**config.mk**
```make
export PLATFORM = sky130hd
export DESIGN_NAME = alpha_fetch_buffer_flat
export DESIGN_NICKNAME = d
export VERILOG_FILES = /design/src/rtl/alpha_fetch_buffer_pkg.sv /design/src/rtl/alpha_fetch_buffer_if.sv /design/src/rtl/alpha_fetch_buffer_fifo.sv /design/src/rtl/alpha_fetch_buffer.sv /design/src/flat_wrapper.sv
export SDC_FILE = /design/constraint.sdc
export NUM_CORES = 1
export LEC_CHECK = 0
export CAP_MARGIN = 10
export CELL_PAD_IN_SITES_DETAIL_PLACEMENT = 1
export CELL_PAD_IN_SITES_GLOBAL_PLACEMENT = 1
export CORE_MARGIN = 5
export CORE_UTILIZATION = 45
export DETAILED_ROUTE_END_ITERATION = 6
export PLACE_DENSITY_LB_ADDON = 0.1
export SYNTH_ARGS = -nofsm -noshare
export SYNTH_HDL_FRONTEND = slang
export SYNTH_SLANG_ARGS = --single-unit
```
**constraint.sdc**
```tcl
create_clock -name clk -period 5.83 [get_ports clk]
set_input_delay 0.8745 -clock clk [delete_from_list [all_inputs] [get_ports clk]]
set_output_delay 0.8745 -clock clk [all_outputs]
set_load 0.005 [all_outputs]
```
**src/rtl/alpha_fetch_buffer_pkg.sv**
```systemverilog
`default_nettype none
// ============================================================================
// Module      : alpha_fetch_pkg
// Description : Shared widths, constants and the fetch-entry record used by
//               the instruction fetch buffer and its FIFO.
// Contents    : INST_W, PC_W, NOP_INST, METAL_BASE, fetch_entry
// Revision    : 1.0 - initial release
// ============================================================================
package alpha_fetch_pkg;

    localparam int INST_W = 32;
    localparam int PC_W   = 64;

    // BIS r31,r31,r31 - the decode stage treats it as a bubble.
    localparam logic [INST_W-1:0] NOP_INST   = 32'h47ff041f;
    // Lowest address served by the Metal microcode memory.
    localparam logic [PC_W-1:0]   METAL_BASE = 64'hffff_ffff_ffff_0000;

    // One buffered instruction together with where it came from.
    typedef struct packed {
        logic [PC_W-1:0]   pc;
        logic [INST_W-1:0] inst;
        logic              metal;
    } fetch_entry;

endpackage : alpha_fetch_pkg
`default_nettype wire

```
**src/rtl/alpha_fetch_buffer_if.sv**
```systemverilog
`default_nettype none
// ============================================================================
// Module      : alpha_fetch_buffer_if
// Description : Bus bundle between the fetch buffer, the two instruction
//               sources (icache, Metal memory) and the Ebox decode stage.
// Ports       : redirect_valid/redirect_pc  - flush and new fetch PC
//               icache_data/icache_stall    - instruction cache return
//               metal_data/metal_stall      - Metal memory return
//               ebox_stall                  - decode back-pressure
//               fetch_pc, *_read_en         - fetch address and selects
//               inst, inst_pc, inst_valid,
//               inst_metal                  - head instruction to decode
//               count                       - FIFO occupancy (debug)
// Modports    : master - the fetch buffer; slave - its environment
// Revision    : 1.0 - initial release
// ============================================================================
interface alpha_fetch_buffer_if #(
    parameter int DEPTH = 4
);
    import alpha_fetch_pkg::*;

    localparam int c_cnt_w = $clog2(DEPTH) + 1;

    logic                redirect_valid;
    logic [PC_W-1:0]     redirect_pc;
    logic [INST_W-1:0]   icache_data;
    logic                icache_stall;
    logic [INST_W-1:0]   metal_data;
    logic                metal_stall;
    logic                ebox_stall;

    logic [PC_W-1:0]     fetch_pc;
    logic                icache_read_en;
    logic                metal_read_en;
    logic [INST_W-1:0]   inst;
    logic [PC_W-1:0]     inst_pc;
    logic                inst_valid;
    logic                inst_metal;
    logic [c_cnt_w-1:0]  count;

    modport master (
        input  redirect_valid, redirect_pc, icache_data, icache_stall,
               metal_data, metal_stall, ebox_stall,
        output fetch_pc, icache_read_en, metal_read_en, inst, inst_pc,
               inst_valid, inst_metal, count
    );

    modport slave (
        output redirect_valid, redirect_pc, icache_data, icache_stall,
               metal_data, metal_stall, ebox_stall,
        input  fetch_pc, icache_read_en, metal_read_en, inst, inst_pc,
               inst_valid, inst_metal, count
    );

endinterface : alpha_fetch_buffer_if
`default_nettype wire

```
**src/rtl/alpha_fetch_buffer_fifo.sv**
```systemverilog
`default_nettype none
// ============================================================================
// Module      : fetch_fifo
// Description : Synchronous FIFO of fetch_entry records with a registered
//               storage array. Flush empties it in one edge and overrides
//               any push/pop in the same cycle.
// Ports       : clk, rst                    - clock, sync active-high reset
//               i_push/i_data               - enqueue (ignored when full)
//               i_pop                       - dequeue (ignored when empty)
//               i_flush                     - discard all entries
//               o_head                      - entry at the read pointer
//               o_full/o_empty/o_count      - occupancy status
// Revision    : 1.0 - initial release
// ============================================================================
module fetch_fifo
    import alpha_fetch_pkg::*;
#(
    parameter int DEPTH = 4
) (
    input  wire logic                       clk,
    input  wire logic                       rst,
    input  wire logic                       i_push,
    input  wire fetch_entry                 i_data,
    input  wire logic                       i_pop,
    input  wire logic                       i_flush,
    output fetch_entry                      o_head,
    output logic                            o_full,
    output logic                            o_empty,
    output logic [$clog2(DEPTH):0]          o_count
);

    localparam int c_ptr_w = $clog2(DEPTH);
    localparam int c_cnt_w = c_ptr_w + 1;

    fetch_entry          r_mem [DEPTH];
    logic [c_ptr_w-1:0]  r_wr_ptr;
    logic [c_ptr_w-1:0]  r_rd_ptr;
    logic [c_cnt_w-1:0]  r_count;

    logic                w_push;
    logic                w_pop;

    always_comb begin
        o_full  = (r_count == c_cnt_w'(DEPTH));
        o_empty = (r_count == '0);
        w_push  = i_push && !o_full;
        w_pop   = i_pop  && !o_empty;
        o_head  = r_mem[r_rd_ptr];
        o_count = r_count;
    end

    // Pointers wrap naturally because DEPTH is a power of two.
    always_ff @(posedge clk) begin
        if (rst || i_flush) begin
            r_wr_ptr <= '0;
            r_rd_ptr <= '0;
            r_count  <= '0;
        end else begin
            if (w_push) r_wr_ptr <= r_wr_ptr + 1'b1;
            if (w_pop)  r_rd_ptr <= r_rd_ptr + 1'b1;
            r_count <= r_count + c_cnt_w'(w_push) - c_cnt_w'(w_pop);
        end
    end

    // Storage needs no reset: every slot is written before it is read.
    always_ff @(posedge clk) begin
        if (w_push && !i_flush && !rst) begin
            r_mem[r_wr_ptr] <= i_data;
        end
    end

endmodule : fetch_fifo
`default_nettype wire

```
**src/rtl/alpha_fetch_buffer.sv**
```systemverilog
`default_nettype none
// ============================================================================
// Module      : alpha_fetch_buffer
// Description : Instruction fetch stage ahead of Ebox decode. Owns the fetch
//               PC, steers reads to the icache or Metal memory by address,
//               buffers returned instructions and flushes on redirect.
// Ports       : clk    - rising-edge clock
//               reset  - synchronous active-high reset
//               bus    - alpha_fetch_buffer_if.master (sources, redirect,
//                        decode handshake, debug count)
// Revision    : 1.0 - initial release
// ============================================================================
module alpha_fetch_buffer #(
    parameter int          DEPTH      = 4,
    parameter logic [63:0] PC_RESET   = 64'h0,
    parameter logic [63:0] METAL_BASE = alpha_fetch_pkg::METAL_BASE,
    parameter logic [31:0] NOP_INST   = alpha_fetch_pkg::NOP_INST
) (
    input  wire logic               clk,
    input  wire logic               reset,
    alpha_fetch_buffer_if.master    bus
);
    import alpha_fetch_pkg::*;

    localparam int c_cnt_w = $clog2(DEPTH) + 1;

    logic [PC_W-1:0]     r_fetch_pc;

    logic                w_metal;
    logic                w_fetch_en;
    logic                w_src_stall;
    logic [INST_W-1:0]   w_src_data;
    logic                w_push;
    logic                w_pop;
    logic                w_full;
    logic                w_empty;
    logic [c_cnt_w-1:0]  w_count;
    fetch_entry          w_push_entry;
    fetch_entry          w_head;
    logic [1:0]          w_unused_pc_lsb;

    // Redirect targets are word aligned; the low bits are dropped.
    assign w_unused_pc_lsb = bus.redirect_pc[1:0];

    // Fetch enable deliberately ignores ebox_stall: a full FIFO blocks fetch
    // even if the head leaves this cycle, keeping decode back-pressure off
    // the read-enable timing path.
    always_comb begin
        w_metal      = (r_fetch_pc >= METAL_BASE);
        w_fetch_en   = !w_full && !bus.redirect_valid;
        w_src_stall  = w_metal ? bus.metal_stall : bus.icache_stall;
        w_src_data   = w_metal ? bus.metal_data  : bus.icache_data;
        w_push       = w_fetch_en && !w_src_stall;
        w_pop        = !w_empty && !bus.ebox_stall;
        w_push_entry = '{pc: r_fetch_pc, inst: w_src_data, metal: w_metal};
    end

    always_ff @(posedge clk) begin
        if (reset) begin
            r_fetch_pc <= PC_RESET;
        end else if (bus.redirect_valid) begin
            r_fetch_pc <= {bus.redirect_pc[PC_W-1:2], 2'b00};
        end else if (w_push) begin
            r_fetch_pc <= r_fetch_pc + 64'd4;
        end
    end

    fetch_fifo #(
        .DEPTH   (DEPTH)
    ) u_fifo (
        .clk     (clk),
        .rst     (reset),
        .i_push  (w_push),
        .i_data  (w_push_entry),
        .i_pop   (w_pop),
        .i_flush (bus.redirect_valid),
        .o_head  (w_head),
        .o_full  (w_full),
        .o_empty (w_empty),
        .o_count (w_count)
    );

    always_comb begin
        bus.fetch_pc       = r_fetch_pc;
        bus.icache_read_en = w_fetch_en && !w_metal;
        bus.metal_read_en  = w_fetch_en &&  w_metal;
        bus.inst_valid     = !w_empty;
        bus.inst           = w_empty ? NOP_INST : w_head.inst;
        bus.inst_pc        = w_empty ? '0       : w_head.pc;
        bus.inst_metal     = !w_empty && w_head.metal;
        bus.count          = w_count;
    end

endmodule : alpha_fetch_buffer
`default_nettype wire

```
**src/flat_wrapper.sv**
```systemverilog
// flat-port wrapper written by rule: the top's interface ports become plain ports
module alpha_fetch_buffer_flat import alpha_fetch_pkg::*;
#(
    parameter int          DEPTH      = 4,
    parameter logic [63:0] PC_RESET   = 64'h0,
    parameter logic [63:0] METAL_BASE = alpha_fetch_pkg::METAL_BASE,
    parameter logic [31:0] NOP_INST   = alpha_fetch_pkg::NOP_INST
)
  (clk, reset, bus_redirect_valid, bus_redirect_pc, bus_icache_data, bus_icache_stall, bus_metal_data, bus_metal_stall, bus_ebox_stall, bus_fetch_pc, bus_icache_read_en, bus_metal_read_en, bus_inst, bus_inst_pc, bus_inst_valid, bus_inst_metal, bus_count);
  alpha_fetch_buffer_if #(.DEPTH(DEPTH)) bus_i ();
  input  wire logic clk;
  input  wire logic reset;
  input wire logic [$bits(bus_i.redirect_valid)-1:0] bus_redirect_valid;
  input wire logic [$bits(bus_i.redirect_pc)-1:0] bus_redirect_pc;
  input wire logic [$bits(bus_i.icache_data)-1:0] bus_icache_data;
  input wire logic [$bits(bus_i.icache_stall)-1:0] bus_icache_stall;
  input wire logic [$bits(bus_i.metal_data)-1:0] bus_metal_data;
  input wire logic [$bits(bus_i.metal_stall)-1:0] bus_metal_stall;
  input wire logic [$bits(bus_i.ebox_stall)-1:0] bus_ebox_stall;
  output wire logic [$bits(bus_i.fetch_pc)-1:0] bus_fetch_pc;
  output wire logic [$bits(bus_i.icache_read_en)-1:0] bus_icache_read_en;
  output wire logic [$bits(bus_i.metal_read_en)-1:0] bus_metal_read_en;
  output wire logic [$bits(bus_i.inst)-1:0] bus_inst;
  output wire logic [$bits(bus_i.inst_pc)-1:0] bus_inst_pc;
  output wire logic [$bits(bus_i.inst_valid)-1:0] bus_inst_valid;
  output wire logic [$bits(bus_i.inst_metal)-1:0] bus_inst_metal;
  output wire logic [$bits(bus_i.count)-1:0] bus_count;
  assign bus_i.redirect_valid = bus_redirect_valid;
  assign bus_i.redirect_pc = bus_redirect_pc;
  assign bus_i.icache_data = bus_icache_data;
  assign bus_i.icache_stall = bus_icache_stall;
  assign bus_i.metal_data = bus_metal_data;
  assign bus_i.metal_stall = bus_metal_stall;
  assign bus_i.ebox_stall = bus_ebox_stall;
  assign bus_fetch_pc = bus_i.fetch_pc;
  assign bus_icache_read_en = bus_i.icache_read_en;
  assign bus_metal_read_en = bus_i.metal_read_en;
  assign bus_inst = bus_i.inst;
  assign bus_inst_pc = bus_i.inst_pc;
  assign bus_inst_valid = bus_i.inst_valid;
  assign bus_inst_metal = bus_i.inst_metal;
  assign bus_count = bus_i.count;
  alpha_fetch_buffer #(.DEPTH(DEPTH), .PC_RESET(PC_RESET), .METAL_BASE(METAL_BASE), .NOP_INST(NOP_INST)) u_core (.clk(clk), .reset(reset), .bus(bus_i));
endmodule
```
==> results.cfg, run 1 <==
[detailed_routing]
ant_nets = 0
first_pass_iters = 5
drc = 0
totalWireLength_um = 51100
drt_iter0_drc = 700
num_vias = 11500
via_per_inst = 5.45
drt-wirelength-per-cell_um = 24.2

[yosys]
synthTopCellsByArea = edfxtp_1, mux4_2, dfxtp_1
ys_types = 59
netlist.area_leader.share_pct = 59.0
yosys_warnings = 0
synth-seq-cells = 451
yosysTopAreaCell = edfxtp_1
async_reset_ff_share_pct = 0
yosysSeqAreaShare_pct = 66.3
synth_edf_count = 380
yosysMostFrequentCell = edfxtp_1
syn_area_per_cell_sq_um = 15.0
ys.flop_type = edfxtp_1
syn-cell-area_sq_um = 19400
syn_inst = 1290
netlist_top_cells_count = edfxtp_1, nand2_1, mux4_2

[clocking]
cts_buffer_depth = 3
htree_levels = 2
post_cts_resized = 0
clockRootBuffer = clkbuf_16
cts_setup_buffers = 0
clock-sinks = 451
cts.clk_slew.worst_paths_ns = 0.06
tritoncts = done
clk-insertion-delay-late_ns = 0.57
cts_inserted_buffers = 48
hold_buffers = 0

[global_route]
grt_pass1_wl_um = 77600
grt_pass1_vias = 12300
antenna_found_initial = 2
grt_max_degree = 54
grt_overflow = 0
track_usage_pct = 21.5

[timing]
hold_viol_final = 0
fin_setup_tns_ns = 0
worst_pin_slew_ns = 1.03
fin_crit_sh_pct = 77.9
clock_skew_ns = 0.0169
min_period_ns = 4.54
max_slew_margin_pct = 31.2
setup_viol = 0
rsz0062_at_grt = false
timing.fmax_mhz = 220
drv_slew = 0

[placed_design]
gp_congestion = 0.742
dp_hpwl_um = 33600
portBuffers = 294

[die]
die_y_um = 217
core_area_sq_um = 42800
dieWidth_um = 217
start_util_pct = 45.2
ioPinCount = 301
num_rows = 76
die-area_sq_um = 47300

[flow_run]
drv_cap = 0

[setup_path]
crit_type = reg -> out
worstPathRequired_ns = 4.96
rr_worst_depth = 7
path_max_fanout = 44
arrival_ns = 3.67
start_kind = flop
cp-end-kind = output pin

[min_path]
hold_class = reg -> reg
hold_path_depth = 2

[cells_and_area]
drive_above_1_share_pct = 15.6
diodes = 0
fin_nets = 1672
syn2layout_area_growth_pct = 24.1
fillers = 4077
fin_util_pct = 56.1

[pwr]
irDropWorstVdd_uv = 249
p_per_area_nw_per_um2 = 295
fin_total_pwr_mw = 7.10
leakagePower_nw = 7.86

[run_status]
outcome = finished clean
## cells in the final DEF (no fill, tap or decap), drive strengths merged, types with 2 or more instances in the layout
cell	synthesis	routed
clkbuf	51	74
edfxtp	380	380
nor2b	3	3
a21o	5	5
or3	4	4
nor4b	3	3
inv	24	24
or2	22	22
nor4	7	7
o21ai	3	3
a21oi	19	19
a211o	2	2
a2111oi	16	16
nor2	77	77
buf	82	27
ha	8	8
a311oi	2	2
a211oi	35	35
and4b	2	2
dfxtp	71	71
nor3b	4	4
mux4	95	95
xnor2	25	25
nand3	32	32
nor3	31	31
and2	83	83
nand2	139	139
and4	3	3
o21a	2	2
clkinv	1	13
xor2	18	18
and3	11	11
nand4	18	18
conb	1	4
clkdlybuf4s50	0	292
## power by group
| part | switching, mW | internal, mW | total (mW) |
|---|---|---|---|
| Clock | 1.20 | 1.70 | 2.90 |
| Sequential | 0.0891 | 3.55 | 3.64 |
| Combinational | 0.236 | 0.320 | 0.556 |
## state kept, by name, summed over array words and instances, names as in the netlist, named ones only
register,flops
u_core.u_fifo.r_rd_ptr,2
u_core.bus.fetch_pc,62
u_core.u_fifo.r_wr_ptr,2
u_core.u_fifo.o_count,3
u_core.u_fifo.r_mem,380
## logic make-up (layout without fill, tap and decap cells)
logic type / count (synthesis) / after routing / share of synthesized area (%)
other cells: 1 / 4 / 0.0194
xor+xnor: 43 / 43 / 1.95
simple gates: 443 / 443 / 11.8
compound gates: 89 / 89 / 3.74
mux: 96 / 96 / 11.1
fa+ha+maj: 9 / 9 / 0.621
flops: 451 / 451 / 66.3
buf+inv: 158 / 431 / 4.49
## routing by layer
metal / up-vias / part of all wire [%] / routed length (um) / GRT usage, %
met4: 2 / 1.9 / 996 / 4.74
met2: 289 / 50 / 25300 / 35.7
li1: 5258 / - / - / -
met3: 58 / 4.9 / 2490 / 4.15
met5: - / 0.014 / 7 / 0
met1: 5903 / 44 / 22300 / 29.9
## through the flow
step / hold slack, ns / setup slack, ns / instance area [sq um] / std cells
after floorplan: 0.485 / 1.15 / 19400 / 1293
after global placement: 0.500 / 1.46 / 22500 / 2024
after detailed placement: 0.516 / 1.38 / 22500 / 2024
after CTS: 0.530 / 0.753 / 24000 / 2111
after global routing: 0.553 / 1.08 / 24000 / 2112
final: 0.525 / 1.29 / 24000 / 2112
## worst max-delay path, cell delays in order (launching register included)
cell and delay (ns):
dfxtp_1 0.42, and4_1 0.28, nand4_1 0.15, nand4bb_4 0.19
buf_4 0.50, clkinv_1 0.56, buf_16 0.33, nor2_1 0.09
clkdlybuf4s50_1 0.50
## layout make-up
type                    instances  area, sq um  share of cell area (%)
clock buffers                  74         1410                    5.87
clock inverters                13         85.1                   0.354
inverters                      25         93.8                   0.391
multi-input cells             684         5710                    23.8
flip-flops and latches        451        12800                    53.4
well taps                     546          683                    2.84
repair buffers                319         3200                    13.3
## final timing paths
check                           slack (ns)                                   start                                      to
worst min-delay path                  0.53  u_core.u_fifo.r_rd_ptr[1]$_SDFFE_PP0P_  u_core.u_fifo.r_rd_ptr[1]$_SDFFE_PP0P_
worst min register to register        0.53  u_core.u_fifo.r_rd_ptr[1]$_SDFFE_PP0P_  u_core.u_fifo.r_rd_ptr[1]$_SDFFE_PP0P_
worst max-delay path                  1.29    u_core.bus.fetch_pc[60]$_SDFFE_PP0P_                      bus_icache_read_en
worst max register to register        1.83    u_core.bus.fetch_pc[19]$_SDFFE_PP0P_    u_core.u_fifo.r_mem[1][66]$_DFFE_PP_
Power figures use the tool's default switching activity.
==> run 2, diff against run 1 <==
--- a/config.mk
+++ b/config.mk
@@ -9,7 +9,7 @@
 export CELL_PAD_IN_SITES_DETAIL_PLACEMENT = 1
 export CELL_PAD_IN_SITES_GLOBAL_PLACEMENT = 1
 export CORE_MARGIN = 5
-export CORE_UTILIZATION = 45
+export CORE_UTILIZATION = 40
 export DETAILED_ROUTE_END_ITERATION = 6
 export PLACE_DENSITY_LB_ADDON = 0.1
 export SYNTH_ARGS = -nofsm -noshare
==> constraint.sdc (replaced) <==
create_clock -name clk -period 3.98 [get_ports clk]
set_input_delay 0.597 -clock clk [delete_from_list [all_inputs] [get_ports clk]]
set_output_delay 0.597 -clock clk [all_outputs]
set_load 0.005 [all_outputs]
==> run 2 against run 1 <==
  * Combinational power up 66%
  * Worst setup slack worse by 1.0 ns
  * Sequential share of layout area shrank 1.0 points
  * Sequential cell count unchanged
  * Design area rose by 2.0%
  * First-iteration DRC count down 13%
  * Critical path depth fell by 2
  * Via count rose by 1.0%
  * Worst hold slack got worse by 0.12 ns
  * Sequential power increased by 45%
  * Cell count grew 5.4%
==> results.cfg, run 2 (same netlist as run 1, synthesis figures left out) <==
[detailed_routing]
drt_iter0_drc = 608
via_per_inst = 5.22
totalWireLength_um = 52800
ant_nets = 0
drt-wirelength-per-cell_um = 23.7
first_pass_iters = 5
num_vias = 11600
drc = 0

[min_path]
hold_class = in -> reg
hold_path_end = u_core.bus.fetch_pc[4]$_SDFFE_PP0P_
holdCritStartpoint = bus_redirect_valid
hold_path_depth = 2

[clocking]
post_cts_resized = 0
clockRootBuffer = clkbuf_16
cts_setup_buffers = 0
tritoncts = done
cts_inserted_buffers = 49
cts.clk_slew.worst_paths_ns = 0.06
clock-sinks = 451
clk-insertion-delay-late_ns = 0.59
hold_buffers = 0
cts_buffer_depth = 3
htree_levels = 2

[timing]
min_period_ns = 3.72
clock_skew_ns = 0.0242
worst_pin_slew_ns = 0.718
worst_slack_ns = 0.262
hold_viol_final = 0
fin_setup_tns_ns = 0
timing.fmax_mhz = 269
max_slew_margin_pct = 52.0
whs_ns = 0.410
drv_slew = 0
rsz0062_at_grt = false
setup_viol = 0
fin_crit_sh_pct = 93.4

[pwr]
p_sw_mw = 2.33
leakagePower_nw = 8.09
p_seq_share_pct = 49.9
switching_share_pct = 22.0
power_frac_comb_pct = 8.8
irDropWorstVdd_uv = 323
p_int_mw = 8.24
fin_total_pwr_mw = 10.6
clkPwrFrac_pct = 41.4
p_per_area_nw_per_um2 = 431

[cells_and_area]
syn2layout_area_growth_pct = 26.6
top_register = u_core.u_fifo.r_mem
drive_above_1_share_pct = 17.8
stdcell_count = 2226
fin_nets = 1714
diodes = 0
final_cell_mix = edfxtp_1, clkdlybuf4s50_1, nand2_1, mux4_2, and2_1
largest_register_ffs = 380
layout_commonest_cell = edfxtp_1

[setup_path]
start_kind = flop
worstPathRequired_ns = 3.38
rr_worst_depth = 13
path_max_fanout = 44
r2r_slack_ns = 0.58
r2r-end = u_core.u_fifo.o_count[2]$_SDFF_PP0_
cp-end-kind = output pin
arrival_ns = 3.12
crit_type = reg -> out
r2r-start = u_core.bus.fetch_pc[20]$_SDFFE_PP0P_

[die]
dieWidth_um = 230
die_y_um = 230
start_util_pct = 40.4
core_area_sq_um = 47800
die-area_sq_um = 52900
ioPinCount = 301
num_rows = 80

[global_route]
grt_pass1_vias = 12600
grt_overflow = 0
grt_max_degree = 76
track_usage_pct = 19.8
grt_pass1_wl_um = 80100
antenna_found_initial = 1

[placed_design]
dp_hpwl_um = 35000
portBuffers = 294
gp_congestion = 0.733
dp.cells = 2135
dp_worst_setup_slack_ns = 0.530

[flow_run]
drv_cap = 0

[run_status]
outcome = finished clean
==> run 2: cell types whose count changed in the layout (fill, tap and decap cells not counted), sizes merged <==
cell      change
clkinv       +10
bufinv        +2
clkinvlp      +2
inv           +1
clkbuf       -11
buf          +41
==> run 2: power groups by stage <==
stage / combinational [mW] / sequential (mW) / clock [mW]
after global placement: 0.933 / 5.37 / 0
after detailed placement: 0.941 / 5.37 / 0
after global routing: 0.999 / 5.28 / 4.71
after CTS: 0.947 / 5.27 / 4.50
final: 0.925 / 5.27 / 4.37
after floorplan: 0.381 / 5.37 / 0
==> run 2: how the worst max path moves through the flow <==
stage / from / end / slack (ns) / depth (start not counted)
6_report: u_core.bus.fetch_pc[20]$_SDFFE_PP0P_ / bus_metal_read_en / 0.26 / 6
5_1_grt: u_core.bus.fetch_pc[20]$_SDFFE_PP0P_ / bus_metal_read_en / 0.01 / 6
4_1_cts: u_core.bus.fetch_pc[20]$_SDFFE_PP0P_ / bus_metal_read_en / 0.20 / 6
3_5_place_dp: u_core.bus.fetch_pc[20]$_SDFFE_PP0P_ / u_core.bus.fetch_pc[59]$_SDFFE_PP0P_ / 0.53 / 8
3_3_place_gp: u_core.bus.fetch_pc[20]$_SDFFE_PP0P_ / u_core.u_fifo.o_count[2]$_SDFF_PP0_ / 0.63 / 13
2_1_floorplan: u_core.bus.fetch_pc[27]$_SDFFE_PP0P_ / u_core.u_fifo.r_mem[0][0]$_DFFE_PP_ / 0.42 / 8
==> run 2: cell type report <==
| type | count | area, sq um |
|---|---|---|
| clock buffer | 63 | 1320 |
| clock inverter | 28 | 210 |
| fill | 4674 | 23300 |
| inverter | 25 | 93.8 |
| multi-input combinational | 684 | 5710 |
| sequential | 451 | 12800 |
| tap | 615 | 769 |
| timing repair buffer | 360 | 3550 |
==> run 2: critical path: stages, from the launching register on <==
cell             delay (ns)
dfxtp_1                0.51
nand4_1                0.34
nor4_2                 0.51
nand4bb_4              0.14
buf_4                  0.33
nor2_1                 0.16
clkdlybuf4s50_1        0.51
==> run 2: layer usage <==
| metal | vias to the layer above | share of wire (%) | global-route usage, % | routed length, um |
|---|---|---|---|---|
| met5 | - | 0.025 | 0 | 13 |
| met2 | 254 | 50 | 33.9 | 26500 |
| li1 | 5338 | - | - | - |
| met4 | 2 | 1.3 | 3.53 | 705 |
| met3 | 52 | 4.3 | 3.70 | 2250 |
| met1 | 5982 | 44 | 26.9 | 23300 |
==> run 2: stage by stage <==
step	utilization [%]	instance area, sq um
finish	51.2	24500
global route	51.2	24500
CTS	51.2	24500
detailed placement	48.0	23000
global placement	48.0	23000
floorplan	-	19400
==> run 3, diff against run 2 <==
--- a/config.mk
+++ b/config.mk
@@ -5,13 +5,15 @@
 export SDC_FILE = /design/constraint.sdc
 export NUM_CORES = 1
 export LEC_CHECK = 0
+export ABC_AREA = 1
 export CAP_MARGIN = 10
 export CELL_PAD_IN_SITES_DETAIL_PLACEMENT = 1
 export CELL_PAD_IN_SITES_GLOBAL_PLACEMENT = 1
 export CORE_MARGIN = 5
-export CORE_UTILIZATION = 40
+export CORE_UTILIZATION = 38
 export DETAILED_ROUTE_END_ITERATION = 6
-export PLACE_DENSITY_LB_ADDON = 0.1
+export GPL_ROUTABILITY_DRIVEN = 0
+export PLACE_DENSITY_LB_ADDON = 0.3
 export SYNTH_ARGS = -nofsm -noshare
 export SYNTH_HDL_FRONTEND = slang
 export SYNTH_SLANG_ARGS = --single-unit
==> run 3 against run 2 <==
  * Fmax down 0.43%
  * Critical path depth up 1
  * Worst setup slack got worse by 0.016 ns
  * Count of clock-buffer cells in the layout grew 2
  * Power rose by 1.4%
  * Sequential cell count stayed put
  * Cell count increased by 48%
  * Design area rose by 8.3%
  * Critical path type unchanged
  * Largest power group unchanged
==> results.cfg, run 3 <==
[timing]
hold_viol_final = 0
setup_viol = 0
drv_slew = 0
clock_skew_ns = 0.0179
min_period_ns = 3.73
rsz0062_at_grt = false
max_slew_margin_pct = 36.9
timing.fmax_mhz = 268
fin_crit_sh_pct = 93.8
worst_pin_slew_ns = 0.946
fin_setup_tns_ns = 0

[clocking]
cts.clk_slew.worst_paths_ns = 0.06
tritoncts = done
cts_inserted_buffers = 48
cts_setup_buffers = 0
clk-insertion-delay-late_ns = 0.59
clock-sinks = 451
clockRootBuffer = clkbuf_16
htree_levels = 2
hold_buffers = 0
cts_buffer_depth = 3

[setup_path]
path_max_fanout = 50
r2r_slack_ns = 0.67
cp_slowest_cell = dfxtp_4
critical-path-top-delay-family = buffers and inverters
timing.critical_path.cells = inv_4 > buf_4 > nor2_1 > nor2_1 > o21ai_0 > o311ai_0 > clkdlybuf4s50_1
arrival_ns = 3.14
worstPathRequired_ns = 3.38
path_buf_inv = 3
slowest_delay_ns = 0.83
crit_type = reg -> out
start_kind = flop
crit_top_cell = nor2_1
cp-end-kind = output pin

[pwr]
switching_share_pct = 23.3
irDropWorstVdd_uv = 269
fin_total_pwr_mw = 10.7
p_per_area_nw_per_um2 = 404
p_seq_share_pct = 49.2
p_sw_mw = 2.49
p_int_mw = 8.22
clkPwrFrac_pct = 40.6
leakagePower_nw = 9.24
power_frac_comb_pct = 10.2

[min_path]
hold_class = in -> reg

[yosys]
ys.flop_type = edfxtp_1
syn_inst = 2265
yosysTopAreaCell = edfxtp_1
syn-cell-area_sq_um = 21500
syn_area_per_cell_sq_um = 9.51
async_reset_ff_share_pct = 0
yosys_warnings = 0
synthTopCellsByArea = edfxtp_1, nor2_1, nand2_1
ys_types = 39
netlist_top_cells_count = nor2_1, nand2_1, edfxtp_1
yosysSeqAreaShare_pct = 59.6
synth_edf_count = 380
netlist.area_leader.share_pct = 53.0
yosysMostFrequentCell = nor2_1
synth-seq-cells = 451

[die]
die_y_um = 248
start_util_pct = 38.3
ioPinCount = 301
num_rows = 87
core_area_sq_um = 56300
dieWidth_um = 248
die-area_sq_um = 61500

[cells_and_area]
layout_commonest_cell = nor2_1
fin_nets = 2638
drive_above_1_share_pct = 10.9
largest_register_ffs = 380
syn2layout_area_growth_pct = 23.2
final_cell_mix = nor2_1, nand2_1, edfxtp_1, clkdlybuf4s50_1, o21ai_0
top_register = u_core.u_fifo.r_mem
fillers = 6350
stdcell_count = 3290

[flow_run]
drv_cap = 0

[detailed_routing]
drt-wirelength-per-cell_um = 21.2
ant_nets = 0
num_vias = 17100
first_pass_iters = 5
drt_iter0_drc = 867
drc = 0
via_per_inst = 5.19
totalWireLength_um = 69800

[global_route]
grt_overflow = 0
grt_pass1_vias = 18100
grt_max_degree = 96
track_usage_pct = 22.0
antenna_found_initial = 3
grt_pass1_wl_um = 105000

[placed_design]
dp_hpwl_um = 45500
dp.cells = 3201
portBuffers = 294

[run_status]
outcome = finished clean
[run 3: cell count changes after synthesis, sizes merged, moves of 19 or more]
cell / change
nor3: -26
buf: +19
o21ai: +209
a211oi: -35
inv: +59
mux4: -95
nand3: +85
a21oi: +133
clkbuf: +31
and2: -81
nor2: +457
nand2: +313
[run 3: cell type report]
type                       count  area (sq um)  share of cell area [%]
clock buffer                  65          1330                    5.00
timing repair buffer         360          3530                    13.3
antenna                        2          5.00                  0.0189
sequential                   451         12800                    48.4
inverter                      86           332                    1.25
tap                          756           946                    3.56
clock inverter                22           191                   0.721
multi-input combinational   1548          7360                    27.7
[run 3: metal layers]
layer / GRT usage [%] / vias to the layer above / routed length (um)
li1: - / 8009 / -
met1: 27.7 / 8534 / 28900
met2: 38.4 / 405 / 34700
met3: 4.25 / 114 / 3990
met4: 7.39 / 2 / 2250
met5: 0 / - / 13
[run 3: per-stage QoR]
stage | setup slack, ns | instance area (sq um) | hold slack (ns) | util [%]
after floorplan | -0.578 | 21600 | 0.436 | -
after global placement | 0.756 | 25000 | 0.479 | 44.4
after detailed placement | 0.725 | 25000 | 0.508 | 44.4
after CTS | 0.0893 | 26500 | 0.385 | 47.1
after global routing | 0.0483 | 26500 | 0.408 | 47.2
final | 0.246 | 26500 | 0.431 | 47.2
[run 3: logic make-up after synthesis]
family | share of synthesized area [%]
compound gates | 10.2
xor+xnor | 0.895
fa+ha+maj | 0.558
buf+inv | 6.48
flops | 59.6
mux | 0.0988
other cells | 0.0174
simple gates | 22.1
[run 3: path summary, 6_finish.rpt]
path                                           from                                   end  depth (start not counted)
max                                            flop                           bus_inst[1]                          7
min                                           reset  u_core.bus.fetch_pc[37]$_SDFFE_PP0P_                          2
max reg2reg    u_core.bus.fetch_pc[51]$_SDFFE_PP0P_  u_core.u_fifo.r_mem[3][76]$_DFFE_PP_                         13
min reg2reg  u_core.u_fifo.r_rd_ptr[1]$_SDFFE_PP0P_                                  flop                          2
[run 3: power by group through the flow]
stage	clock network, mW	registers [mW]	logic [mW]
after floorplan	0	5.38	0.506
after global placement	0	5.37	1.07
after detailed placement	0	5.37	1.10
after CTS	4.46	5.27	1.11
after global routing	4.67	5.28	1.19
final	4.34	5.27	1.09
[run 3: timing repair]
| item | in CTS | in global routing |
|---|---|---|
| hold endpoints to repair | 0 | 0 |
| gates resized for setup | 0 | 1 |
| setup endpoints to repair | 0 | 3 |
